$ cat config.mk
export PLATFORM = sky130hd
export DESIGN_NAME = run_sequencer
export DESIGN_NICKNAME = d
export VERILOG_FILES = /design/src/rtl/run_sequencer.sv
export SDC_FILE = /design/constraint.sdc
export NUM_CORES = 1
export LEC_CHECK = 0
export CELL_PAD_IN_SITES_DETAIL_PLACEMENT = 1
export CELL_PAD_IN_SITES_GLOBAL_PLACEMENT = 2
export CORE_MARGIN = 3
export CORE_UTILIZATION = 34
export DETAILED_ROUTE_END_ITERATION = 7
export PLACE_DENSITY_LB_ADDON = 0.1
export SYNTH_ARGS = -nofsm -noshare
export SYNTH_HDL_FRONTEND = slang
export SYNTH_SLANG_ARGS = --single-unit
$ cat constraint.sdc
create_clock -name clk -period 3.3 [get_ports clk]
set_clock_uncertainty 0.1 [all_clocks]
set_input_delay 0.66 -clock clk [delete_from_list [all_inputs] [get_ports clk]]
set_output_delay 0.66 -clock clk [all_outputs]
set_load 0.05 [all_outputs]
$ cat src/rtl/run_sequencer.sv
// Run controller: holds DUT reset, issues the request, gathers per-channel done and counts run cycles.
// Optional RUN_SEQ_REQ_LEVEL_EN keeps req high through RUN instead of a one-cycle pulse.
module run_sequencer #(
    parameter int N_CH           = 1,
    parameter int RST_CYCLES     = 2,
    parameter int TIMEOUT_CYCLES = 20,
    parameter int CNT_W          = 16
) (
    input  logic             clk,
    input  logic             reset,
    input  logic             start,
    input  logic             abort,
    input  logic [N_CH-1:0]  ch_en,
    input  logic [N_CH-1:0]  done_in,
    output logic             dut_reset,
    output logic             req,
    output logic             busy,
    output logic             finished,
    output logic             timed_out,
    output logic [N_CH-1:0]  done_seen,
    output logic [CNT_W-1:0] cycle_count
);

    localparam int HW = $clog2(RST_CYCLES + 1);
    localparam logic [CNT_W-1:0] TO_LAST =
        (TIMEOUT_CYCLES == 0) ? '0 : CNT_W'(TIMEOUT_CYCLES - 1);

    typedef enum logic [2:0] {
        S_IDLE,
        S_RST_HOLD,
        S_REQ,
        S_RUN,
        S_DONE,
        S_TIMEOUT
    } state_t;

    state_t          state, state_n;
    logic [HW-1:0]   hold_cnt;
    logic [N_CH-1:0] en_q;
    logic            all_done;
    logic            tmo_hit;

    // The current cycle's done_in counts, so a channel finishing now completes the run now.
    assign all_done = ((done_seen | done_in) & en_q) == en_q;
    assign tmo_hit  = (TIMEOUT_CYCLES != 0) && (cycle_count == TO_LAST);

    always_ff @(posedge clk or posedge reset) begin
        if (reset) state <= S_IDLE;
        else       state <= state_n;
    end

    always_comb begin
        state_n = state;
        if (abort) begin
            state_n = S_IDLE;
        end else begin
            case (state)
                S_IDLE, S_DONE, S_TIMEOUT: if (start) state_n = S_RST_HOLD;
                S_RST_HOLD: if (hold_cnt == '0) state_n = S_REQ;
                S_REQ:      state_n = S_RUN;
                S_RUN: begin
                    if (all_done)     state_n = S_DONE;
                    else if (tmo_hit) state_n = S_TIMEOUT;
                end
                default:    state_n = S_IDLE;
            endcase
        end
    end

    // Datapath; abort freezes done_seen and cycle_count for inspection.
    always_ff @(posedge clk or posedge reset) begin
        if (reset) begin
            hold_cnt    <= '0;
            en_q        <= '0;
            done_seen   <= '0;
            cycle_count <= '0;
        end else if (!abort) begin
            case (state)
                S_IDLE, S_DONE, S_TIMEOUT: begin
                    if (start) begin
                        en_q        <= ch_en;
                        done_seen   <= '0;
                        cycle_count <= '0;
                        hold_cnt    <= HW'(RST_CYCLES);
                    end
                end
                S_RST_HOLD: begin
                    if (hold_cnt != '0) hold_cnt <= hold_cnt - HW'(1);
                end
                S_RUN: begin
                    done_seen <= done_seen | (done_in & en_q);
                    if (state_n == S_RUN && cycle_count != '1)
                        cycle_count <= cycle_count + CNT_W'(1);
                end
                default: ;
            endcase
        end
    end

    // Outputs are registered from the next state so they line up with the state register.
    always_ff @(posedge clk or posedge reset) begin
        if (reset) begin
            dut_reset <= 1'b1;
            req       <= 1'b0;
            busy      <= 1'b0;
            finished  <= 1'b0;
            timed_out <= 1'b0;
        end else begin
            dut_reset <= (state_n == S_IDLE) || (state_n == S_RST_HOLD);
`ifdef RUN_SEQ_REQ_LEVEL_EN
            req       <= (state_n == S_REQ) || (state_n == S_RUN);
`else
            req       <= (state_n == S_REQ);
`endif
            busy      <= (state_n == S_RST_HOLD) || (state_n == S_REQ) || (state_n == S_RUN);
            finished  <= (state_n == S_DONE) || (state_n == S_TIMEOUT);
            timed_out <= (state_n == S_TIMEOUT);
        end
    end

endmodule

Yosys cells after proc, flatten, opt, wreduce, memory -nomap -nowiden
Cells that the tools add are included. W data, S select, Z words.

Div/mod/pow operators: 0. Eq/ne operators: 16. Reduce and logical (&&, ||, !) cells: 16. Bitwise operators: 5. Add/subtract/negate cells: 2. Shifts and indexed selects: 0. Order comparisons: 0. $mul: 0. Muxes and demuxes: 14.

Operators with widths (count): $mux W16 (2); $pmux W16 S2 (1); $add A16 B1 Y16 const B (1); $eq A16 B5 Y1 const B (1); $ne A16 B16 Y1 const B (1); $mux W3 (5); $eq A3 B2 Y1 const B (4); $eq A3 B3 Y1 const B (4); $pmux W3 S4 (1); $reduce_and A4 Y1 (2); $eq A3 B1 Y1 const B (2); $logic_not A3 Y1 (2); $ne A2 B2 Y1 const B (3); $reduce_and A3 Y1 (2); $reduce_bool A2 Y1 (3); $logic_or A1 B1 Y1 (4); $mux W2 (2); $pmux W2 S2 (1); $reduce_or A3 Y1 (1); $and A1 B1 Y1 (2); $logic_not A2 Y1 (1); $or A1 B1 Y1 (2); $pmux W1 S2 (1); $sub A2 B1 Y2 const B (1); 4 further kinds (4).

Memories kept: 0. Input bits: 6. Memory bits (writable): 0. Bits in read-only memories: 0. Logic and storage cells: 63. Bits in latches: 0. Output and inout bits: 22. Register bits: 28.

Logic depth before layout (Yosys ltp)
Gate-level depths: netlist of run 1.

Depth after elaboration: 10. Depth in mapped cells: 9. Gate-level depth less buffers: 8.

Worst setup path before layout of run 1
Ideal clock, no wire load.

Path kind: register -> register. Start: register cycle_count[0]. End: register cycle_count[15]. Buffers on the path: 1. Slack: 1.017 ns. Library setup time: 0.111 ns. Required time: 3.089 ns. Arrival: 2.072 ns. Cell stages (with the launch flop): 9. Clock period less this slack: 2.283 ns. Cells stage by stage: dfrtp_1 > ha_1 > nand3_1 > nor3_4 > nand3_4 > a31oi_4 > buf_6 > o21ai_1 > o41ai_1.

Cells in the longest elaborated chain, start to end: 9. Elaborated cells on any way between the ends: 13. Those cells by class: add/sub (1); eq/ne (4); mux (6); reduce/logical (2).

Ends and longest elaborated chain: start: declaration (RTL line 21) `output logic [CNT_W-1:0] cycle_count`; start signal: assignment (RTL line 93) `cycle_count <= cycle_count + CNT_W'(1);`; $eq A16 B5 Y1 (RTL line 45) `assign tmo_hit = (TIMEOUT_CYCLES != 0) && (cycle_count == TO_LAST);`; $mux W3 (RTL line 63) `else if (tmo_hit) state_n = S_TIMEOUT;`; $mux W3 (RTL line 62) `if (all_done) state_n = S_DONE;`; $pmux W3 S4 (RTL line 57) `case (state)`; $mux W3 (RTL line 54) `if (abort) begin`; $eq A3 B2 Y1 (RTL line 92) `if (state_n == S_RUN && cycle_count != '1)`; $logic_and A1 B1 Y1 (RTL line 92); $ne A2 B2 Y1 (no line); $reduce_and A4 Y1 (no line).

Parallel ways exist; a longest one is shown, timed or not. The select of a mux whose other input is x is not followed. A chain may end at the register's enable or synchronous reset.

Final worst setup path of run 1
Start: input port done_in. End: register cycle_count[10].

Cells in the longest elaborated chain, start to end: 10.

Ends and longest elaborated chain: start: declaration (RTL line 14) `input logic [N_CH-1:0] done_in,`; $or A1 B1 Y1 (RTL line 44) `assign all_done = ((done_seen | done_in) & en_q) == en_q;`; $and A1 B1 Y1 (RTL line 44); $eq A1 B1 Y1 (RTL line 44); $mux W3 (RTL line 62); $pmux W3 S4 (RTL line 57); $mux W3 (RTL line 54); $eq A3 B2 Y1 (RTL line 92); $logic_and A1 B1 Y1 (RTL line 92); $ne A2 B2 Y1 (no line); $reduce_and A4 Y1 (no line).

Every way passes these cells.

==> flow_results.xml, run 1 <==
<?xml version="1.0" encoding="UTF-8"?>
<metrics>
  <group name="run_status">
    <metric name="outcome" unit="">finished clean</metric>
  </group>
  <group name="power">
    <metric name="p_switching" unit="uW">269</metric>
    <metric name="power.static_leakage" unit="uW">0.000817</metric>
    <metric name="power.sequential.fraction" unit="">0.450</metric>
    <metric name="swShare" unit="">0.304</metric>
    <metric name="clock_power_share" unit="">0.312</metric>
    <metric name="combinationalPowerShare" unit="">0.238</metric>
    <metric name="peakVddDrop" unit="uV">154</metric>
    <metric name="power.density_cell_area" unit="nW/um^2">459</metric>
    <metric name="intPower" unit="uW">615</metric>
  </group>
  <group name="timing">
    <metric name="post-route-min-period" unit="ns">2.63</metric>
    <metric name="rsz0062_at_grt" unit="">no</metric>
    <metric name="fin_setup_tns" unit="ns">0</metric>
    <metric name="tightest_slew" unit="ns">0.517</metric>
    <metric name="timing.fmax" unit="MHz">380</metric>
    <metric name="setup-violations-final" unit="">0</metric>
    <metric name="timing.hold.ws" unit="ns">0.440</metric>
    <metric name="hold_violations" unit="">0</metric>
    <metric name="slew_violations" unit="">0</metric>
    <metric name="max-slew-margin-rel" unit="">0.654</metric>
    <metric name="fin_crit_sh" unit="">0.798</metric>
  </group>
  <group name="drt">
    <metric name="drcViolationCount" unit="">0</metric>
    <metric name="route.detailed.wl_per_inst" unit="um">17.9</metric>
    <metric name="detail_route.iter0.violations" unit="">55</metric>
    <metric name="routed_via_density" unit="">5.74</metric>
    <metric name="detail_route.wirelength" unit="mm">4.27</metric>
    <metric name="vias" unit="">1365</metric>
    <metric name="detail_route.first_pass.iterations" unit="">4</metric>
    <metric name="drtAntennaViolNets" unit="">0</metric>
  </group>
  <group name="cells_and_area">
    <metric name="final_cell_area" unit="um^2">1930</metric>
    <metric name="registers.top_by_ff_count" unit="">cycle_count</metric>
    <metric name="final_core_utilization" unit="">0.458</metric>
    <metric name="layout_top_registers" unit="">cycle_count: 16 flops, state: 3 flops, hold_cnt: 2 flops</metric>
    <metric name="fin_nets" unit="">197</metric>
    <metric name="largest_reg_flops" unit="">16</metric>
    <metric name="drive_above_1_share" unit="">0.0798</metric>
    <metric name="insertedDiodeCount" unit="">0</metric>
    <metric name="leading_cell_types_in_the_layout_fill_and_taps_excluded" unit="">dfrtp_1, clkdlybuf4s50_1, o21ai_1</metric>
    <metric name="areaGrowthSynthToFinish" unit="%">23.9</metric>
    <metric name="num-fill-cells" unit="">474</metric>
  </group>
  <group name="clock_tree">
    <metric name="clock_insertion_delay_worst_skew" unit="ns">0.28</metric>
    <metric name="cts_setup_buffers" unit="">0</metric>
    <metric name="htree_levels" unit="">1</metric>
    <metric name="tritoncts" unit="">done</metric>
    <metric name="clk_path_buf_depth" unit="">2</metric>
    <metric name="post_cts_resized" unit="">0</metric>
    <metric name="cts.sink_count" unit="">28</metric>
    <metric name="cts.hold.buffers_added" unit="">0</metric>
    <metric name="numCtsBuffers" unit="">3</metric>
    <metric name="cts.reportedPaths.clkPinSlew" unit="ns">0.10</metric>
    <metric name="root_buffer" unit="">clkbuf_8</metric>
  </group>
  <group name="global_routing">
    <metric name="grt_remaining_overflow" unit="">0</metric>
    <metric name="first_pass_grt_wire_length" unit="mm">7.09</metric>
    <metric name="grt_use_total" unit="">0.167</metric>
    <metric name="antenna_found_initial" unit="">0</metric>
    <metric name="grt_start_max_net_pins" unit="">29</metric>
    <metric name="via_count_of_the_first_global_routing_pass" unit="">1373</metric>
  </group>
  <group name="die">
    <metric name="pin_count" unit="">28</metric>
    <metric name="placement_rows" unit="">23</metric>
    <metric name="die_y" unit="um">73.6</metric>
    <metric name="die_x" unit="um">73.6</metric>
    <metric name="core_region_area" unit="um^2">4200</metric>
    <metric name="die_area" unit="um^2">5420</metric>
    <metric name="initial_core_util" unit="">0.370</metric>
  </group>
  <group name="job">
    <metric name="cap_viol_max_count" unit="">0</metric>
  </group>
  <group name="hold_path">
    <metric name="hp-class" unit="">register to register</metric>
  </group>
  <group name="setup_path">
    <metric name="critPathCaptureType" unit="">register</metric>
    <metric name="crit_type" unit="">input pin to register</metric>
    <metric name="start_kind" unit="">input pin</metric>
    <metric name="critical_path_peak_fanout" unit="">13</metric>
    <metric name="crit_arrival" unit="ns">2.70</metric>
    <metric name="cp.required" unit="ns">3.36</metric>
  </group>
  <group name="synth">
    <metric name="yosysUniqueCellTypes" unit="">41</metric>
    <metric name="synthCells" unit="">163</metric>
    <metric name="synth.yosys.warnings" unit="">0</metric>
    <metric name="synth_area_per_cell" unit="um^2">9.53</metric>
    <metric name="yosys_register_bits" unit="">28</metric>
    <metric name="ys_seq_area_frac" unit="">0.452</metric>
    <metric name="syn-cell-area" unit="um^2">1550</metric>
    <metric name="total_nets_after_synthesis" unit="">171</metric>
  </group>
  <group name="place">
    <metric name="placement.io_buffers" unit="">27</metric>
    <metric name="place_hpwl" unit="mm">3.10</metric>
    <metric name="finalWeightedCongestion" unit="">0.787</metric>
    <metric name="placedInstanceArea" unit="um^2">1850</metric>
  </group>
</metrics>
routing by layer:
layer | vias to the layer above | global-route usage | share of wire
met3 | 2 | 0.0328 | 0.038
met2 | 25 | 0.264 | 0.45
met4 | 0 | 0.0241 | 0.0052
met5 | - | 0 | 0
met1 | 682 | 0.241 | 0.51
li1 | 656 | - | -
final timing paths:
check / startpoint / to / slack (ns) / cells after the start
setup / recovery: done_in / cycle_count[10]$_DFFE_PP0P_ / 0.67 / 6
hold / removal: en_q$_DFFE_PP0P_ / en_q$_DFFE_PP0P_ / 0.44 / 1
setup reg to reg: hold_cnt[0]$_DFFE_PP0P_ / cycle_count[10]$_DFFE_PP0P_ / 0.88 / 7
max in group asynchronous: reset / dut_reset$_DFF_PP1_ / 2.14 / 3
min in group asynchronous: reset / cycle_count[8]$_DFFE_PP0P_ / 0.64 / 3
hold reg to reg: en_q$_DFFE_PP0P_ / en_q$_DFFE_PP0P_ / 0.44 / 1
through the flow:
step | setup slack [ns] | cells | power (uW)
after detailed placement | 0.393 | 234 | 618
after CTS | 0.679 | 238 | 893
after global placement | 0.551 | 234 | 604
final | 0.665 | 238 | 884
after floorplan | 1.02 | 163 | 558
after global routing | 0.542 | 238 | 932
worst max-delay path, stage by stage:
cell	delay (ns)
clkdlybuf4s50_1	0.42
nor3b_1	0.30
nor2b_4	0.26
o2bb2ai_2	0.24
nand3_2	0.35
o41ai_1	0.45
cell type report:
cell class / count / area (um^2) / area share
multi-input cells: 121 / 786 / 0.408
flip-flops and latches: 28 / 702 / 0.365
repair buffers: 28 / 278 / 0.144
well taps: 50 / 62.6 / 0.0325
clock buffers: 3 / 41.3 / 0.0214
clock inverters: 1 / 30.0 / 0.0156
inverters: 7 / 26.3 / 0.0136
power groups by stage:
| stage | Combinational (uW) | Sequential (uW) | Clock, uW |
|---|---|---|---|
| 6_report | 210 | 398 | 276 |
| 4_1_cts | 212 | 398 | 283 |
| 3_3_place_gp | 203 | 401 | 0 |
| 5_1_grt | 234 | 403 | 295 |
| 2_1_floorplan | 131 | 427 | 0 |
| 3_5_place_dp | 213 | 405 | 0 |
logic make-up (layout without fill, tap and decap cells):
| group | after synthesis | after routing | synth area share |
|---|---|---|---|
| adders and majority gates | 2 | 2 | 0.0161 |
| AOI/OAI and AO/OA | 53 | 53 | 0.228 |
| buffers and inverters | 14 | 39 | 0.0427 |
| DFF | 28 | 28 | 0.452 |
| muxes | 2 | 2 | 0.0137 |
| and+or+nand+nor | 64 | 64 | 0.248 |
Yosys cell counts:
| cell | n | share of area |
|---|---|---|
| a21oi_1 | 9 | 0.029 |
| a22oi_1 | 1 | 0.0048 |
| a31oi_1 | 3 | 0.012 |
| a31oi_4 | 1 | 0.014 |
| and2_1 | 3 | 0.012 |
| and3_1 | 5 | 0.020 |
| and3b_1 | 1 | 0.0056 |
| buf_2 | 5 | 0.016 |
| buf_6 | 1 | 0.0072 |
| clkbuf_1 | 1 | 0.0024 |
| dfrtp_1 | 27 | 0.43 |
| dfstp_2 | 1 | 0.017 |
| ha_1 | 2 | 0.016 |
| inv_1 | 7 | 0.017 |
| mux2_2 | 1 | 0.0072 |
| mux2i_1 | 1 | 0.0064 |
| nand2_1 | 11 | 0.027 |
| nand2b_1 | 3 | 0.012 |
| nand3_1 | 5 | 0.016 |
| nand3_2 | 1 | 0.0064 |
| nand3_4 | 1 | 0.011 |
| nand3b_4 | 1 | 0.013 |
| nand4_1 | 7 | 0.028 |
| nor2_1 | 13 | 0.031 |
| nor2b_1 | 3 | 0.012 |
| nor2b_4 | 1 | 0.0089 |
| nor3_1 | 3 | 0.0097 |
| nor3_4 | 1 | 0.010 |
| nor3b_1 | 1 | 0.0048 |
| nor4_1 | 2 | 0.0081 |
| nor4b_1 | 2 | 0.011 |
| o211a_4 | 1 | 0.011 |
| o211ai_1 | 1 | 0.0048 |
| o21a_1 | 2 | 0.0097 |
| o21ai_0 | 4 | 0.013 |
| o21ai_1 | 17 | 0.055 |
| o22a_1 | 1 | 0.0056 |
| o22ai_1 | 1 | 0.0040 |
| o2bb2ai_2 | 1 | 0.0097 |
| o31ai_1 | 8 | 0.039 |
| o41ai_1 | 3 | 0.017 |
(Power assumes the default switching activity.)
==> inputs of run 2 (changes only) <==
CORE_UTILIZATION = 32   (was 34)
clock period = 2.7 ns   (was 3.3 ns; I/O delays follow)
==> run 2 against run 1 <==
Largest power group unchanged. Largest cell class unchanged. Critical endpoint is now cycle_count[12]$_DFFE_PP0P_. Highest routed layer unchanged. Worst hold slack about the same. Utilization decreased by 3.2 points. Critical path type unchanged. Power grew 12%. Non-clock buffer count rose by 2.
==> flow_results.xml, run 2 (synthesis results as in run 1) <==
<?xml version="1.0" encoding="UTF-8"?>
<metrics>
  <group name="global_routing">
    <metric name="antenna_found_initial" unit="">0</metric>
    <metric name="grt_start_max_net_pins" unit="">29</metric>
    <metric name="grt_use_total" unit="">0.166</metric>
    <metric name="first_pass_grt_wire_length" unit="mm">7.16</metric>
    <metric name="grt_remaining_overflow" unit="">0</metric>
    <metric name="via_count_of_the_first_global_routing_pass" unit="">1394</metric>
  </group>
  <group name="cells_and_area">
    <metric name="layout_top_registers" unit="">cycle_count: 16 flops, state: 3 flops, hold_cnt: 2 flops</metric>
    <metric name="drive_above_1_share" unit="">0.0842</metric>
    <metric name="registers.top_by_ff_count" unit="">cycle_count</metric>
    <metric name="insertedDiodeCount" unit="">0</metric>
    <metric name="fin_nets" unit="">199</metric>
    <metric name="areaGrowthSynthToFinish" unit="%">24.4</metric>
    <metric name="largest_reg_flops" unit="">16</metric>
    <metric name="num-fill-cells" unit="">522</metric>
    <metric name="leading_cell_types_in_the_layout_fill_and_taps_excluded" unit="">dfrtp_1, clkdlybuf4s50_1, o21ai_1</metric>
  </group>
  <group name="timing">
    <metric name="max-slew-margin-rel" unit="">0.650</metric>
    <metric name="setup_slack" unit="ns">0.375</metric>
    <metric name="post-route-min-period" unit="ns">2.32</metric>
    <metric name="fin_setup_tns" unit="ns">0</metric>
    <metric name="rsz0062_at_grt" unit="">no</metric>
    <metric name="setup-violations-final" unit="">0</metric>
    <metric name="slew_violations" unit="">0</metric>
    <metric name="tightest_slew" unit="ns">0.523</metric>
    <metric name="fin_crit_sh" unit="">0.861</metric>
    <metric name="timing.fmax" unit="MHz">430</metric>
    <metric name="hold_violations" unit="">0</metric>
  </group>
  <group name="die">
    <metric name="core_region_area" unit="um^2">4530</metric>
    <metric name="initial_core_util" unit="">0.343</metric>
    <metric name="placement_rows" unit="">24</metric>
    <metric name="pin_count" unit="">28</metric>
    <metric name="die_x" unit="um">75.7</metric>
    <metric name="die_y" unit="um">75.7</metric>
    <metric name="die_area" unit="um^2">5730</metric>
  </group>
  <group name="hold_path">
    <metric name="hp-class" unit="">register to register</metric>
  </group>
  <group name="setup_path">
    <metric name="r2r_slack" unit="ns">0.41</metric>
    <metric name="worst_path_max_delay_cell" unit="">clkdlybuf4s50_1</metric>
    <metric name="path_cells" unit="">clkdlybuf4s50_1, nor3b_1, nor2b_4, o2bb2ai_2, a31oi_4, o21ai_0, o31ai_1</metric>
    <metric name="critical_path_peak_fanout" unit="">14</metric>
    <metric name="crit_arrival" unit="ns">2.40</metric>
    <metric name="critical_path.n_buffers_inverters" unit="">1</metric>
    <metric name="cp.required" unit="ns">2.77</metric>
    <metric name="crit_family" unit="">compound AO/OA/AOI/OAI gates</metric>
    <metric name="start_kind" unit="">input pin</metric>
    <metric name="cp_peak_stage_delay" unit="ns">0.43</metric>
    <metric name="critPathCaptureType" unit="">register</metric>
    <metric name="crit_type" unit="">input pin to register</metric>
  </group>
  <group name="place">
    <metric name="place_hpwl" unit="mm">3.05</metric>
    <metric name="placement.io_buffers" unit="">27</metric>
    <metric name="finalWeightedCongestion" unit="">0.747</metric>
    <metric name="detailedPlace.worstSlack" unit="ns">0.0843</metric>
  </group>
  <group name="clock_tree">
    <metric name="cts.sink_count" unit="">28</metric>
    <metric name="cts.hold.buffers_added" unit="">0</metric>
    <metric name="root_buffer" unit="">clkbuf_8</metric>
    <metric name="post_cts_resized" unit="">0</metric>
    <metric name="cts_setup_buffers" unit="">0</metric>
    <metric name="clk_path_buf_depth" unit="">2</metric>
    <metric name="htree_levels" unit="">1</metric>
    <metric name="clock_insertion_delay_worst_skew" unit="ns">0.28</metric>
    <metric name="cts.reportedPaths.clkPinSlew" unit="ns">0.10</metric>
    <metric name="tritoncts" unit="">done</metric>
    <metric name="numCtsBuffers" unit="">3</metric>
  </group>
  <group name="drt">
    <metric name="detail_route.first_pass.iterations" unit="">4</metric>
    <metric name="drcViolationCount" unit="">0</metric>
    <metric name="route.detailed.wl_per_inst" unit="um">16.6</metric>
    <metric name="detail_route.iter0.violations" unit="">62</metric>
    <metric name="vias" unit="">1365</metric>
    <metric name="drtAntennaViolNets" unit="">0</metric>
    <metric name="routed_via_density" unit="">5.35</metric>
    <metric name="detail_route.wirelength" unit="mm">4.24</metric>
  </group>
  <group name="job">
    <metric name="cap_viol_max_count" unit="">0</metric>
  </group>
  <group name="power">
    <metric name="power.density_cell_area" unit="nW/um^2">513</metric>
    <metric name="power.static_leakage" unit="uW">0.000813</metric>
    <metric name="power" unit="uW">991</metric>
    <metric name="peakVddDrop" unit="uV">248</metric>
  </group>
  <group name="run_status">
    <metric name="outcome" unit="">finished clean</metric>
  </group>
</metrics>
run 2: cell count changes in the layout (fill, tap and decap cells not counted), sizes merged:
| cell | change |
|---|---|
| buf | +2 |
| clkbuf | +1 |
| bufinv | -1 |
run 2: cell type report:
| cell class | count | area, um^2 | area share |
|---|---|---|---|
| timing repair buffer | 30 | 293 | 0.151 |
| tap | 65 | 81.3 | 0.0421 |
| sequential | 28 | 702 | 0.363 |
| multi-input combinational | 121 | 786 | 0.406 |
| inverter | 7 | 26.3 | 0.0136 |
| clock buffer | 4 | 45.0 | 0.0233 |
run 2: where the power goes:
part / leakage, uW / internal (uW) / switching, uW / total [uW]
clock: 0.0000228 / 106 / 135 / 241
combinational: 0.000412 / 103 / 161 / 264
sequential: 0.000378 / 454 / 31.8 / 486
total: 0.000813 / 663 / 328 / 991
run 2: per-stage QoR:
stage	std cells	util	instance area [um^2]	hold WS [ns]
2_1_floorplan	163	-	1550	0.391
3_3_place_gp	251	0.416	1890	0.401
3_5_place_dp	251	0.416	1890	0.421
4_1_cts	255	0.426	1930	0.440
5_1_grt	255	0.426	1930	0.475
6_report	255	0.426	1930	0.440
run 2: worst paths after layout:
kind,from,endpoint,cells after the start
worst max-delay path,done_in,cycle_count[12]$_DFFE_PP0P_,7
worst min-delay path,done_seen$_DFFE_PP0P_,done_seen$_DFFE_PP0P_,1
worst max register to register,cycle_count[0]$_DFFE_PP0P_,cycle_count[12]$_DFFE_PP0P_,7
worst min register to register,done_seen$_DFFE_PP0P_,done_seen$_DFFE_PP0P_,1
max in group asynchronous,reset,dut_reset$_DFF_PP1_,3
min in group asynchronous,reset,cycle_count[10]$_DFFE_PP0P_,3
run 2: worst reg2reg max path, delay by kind of cell (launching register included):
kind	cells	cell delay [ns]
simple gates	2	0.51
fa+ha+maj	1	0.27
flops	1	0.41
compound gates	4	0.92
run 2: layer usage:
metal  vias up  GRT usage  wire length (um)
li1        656          -                 -
met1       680      0.242              2110
met2        24      0.247              1940
met3         5     0.0303               129
met4         0     0.0583                65
met5         -          0                 0
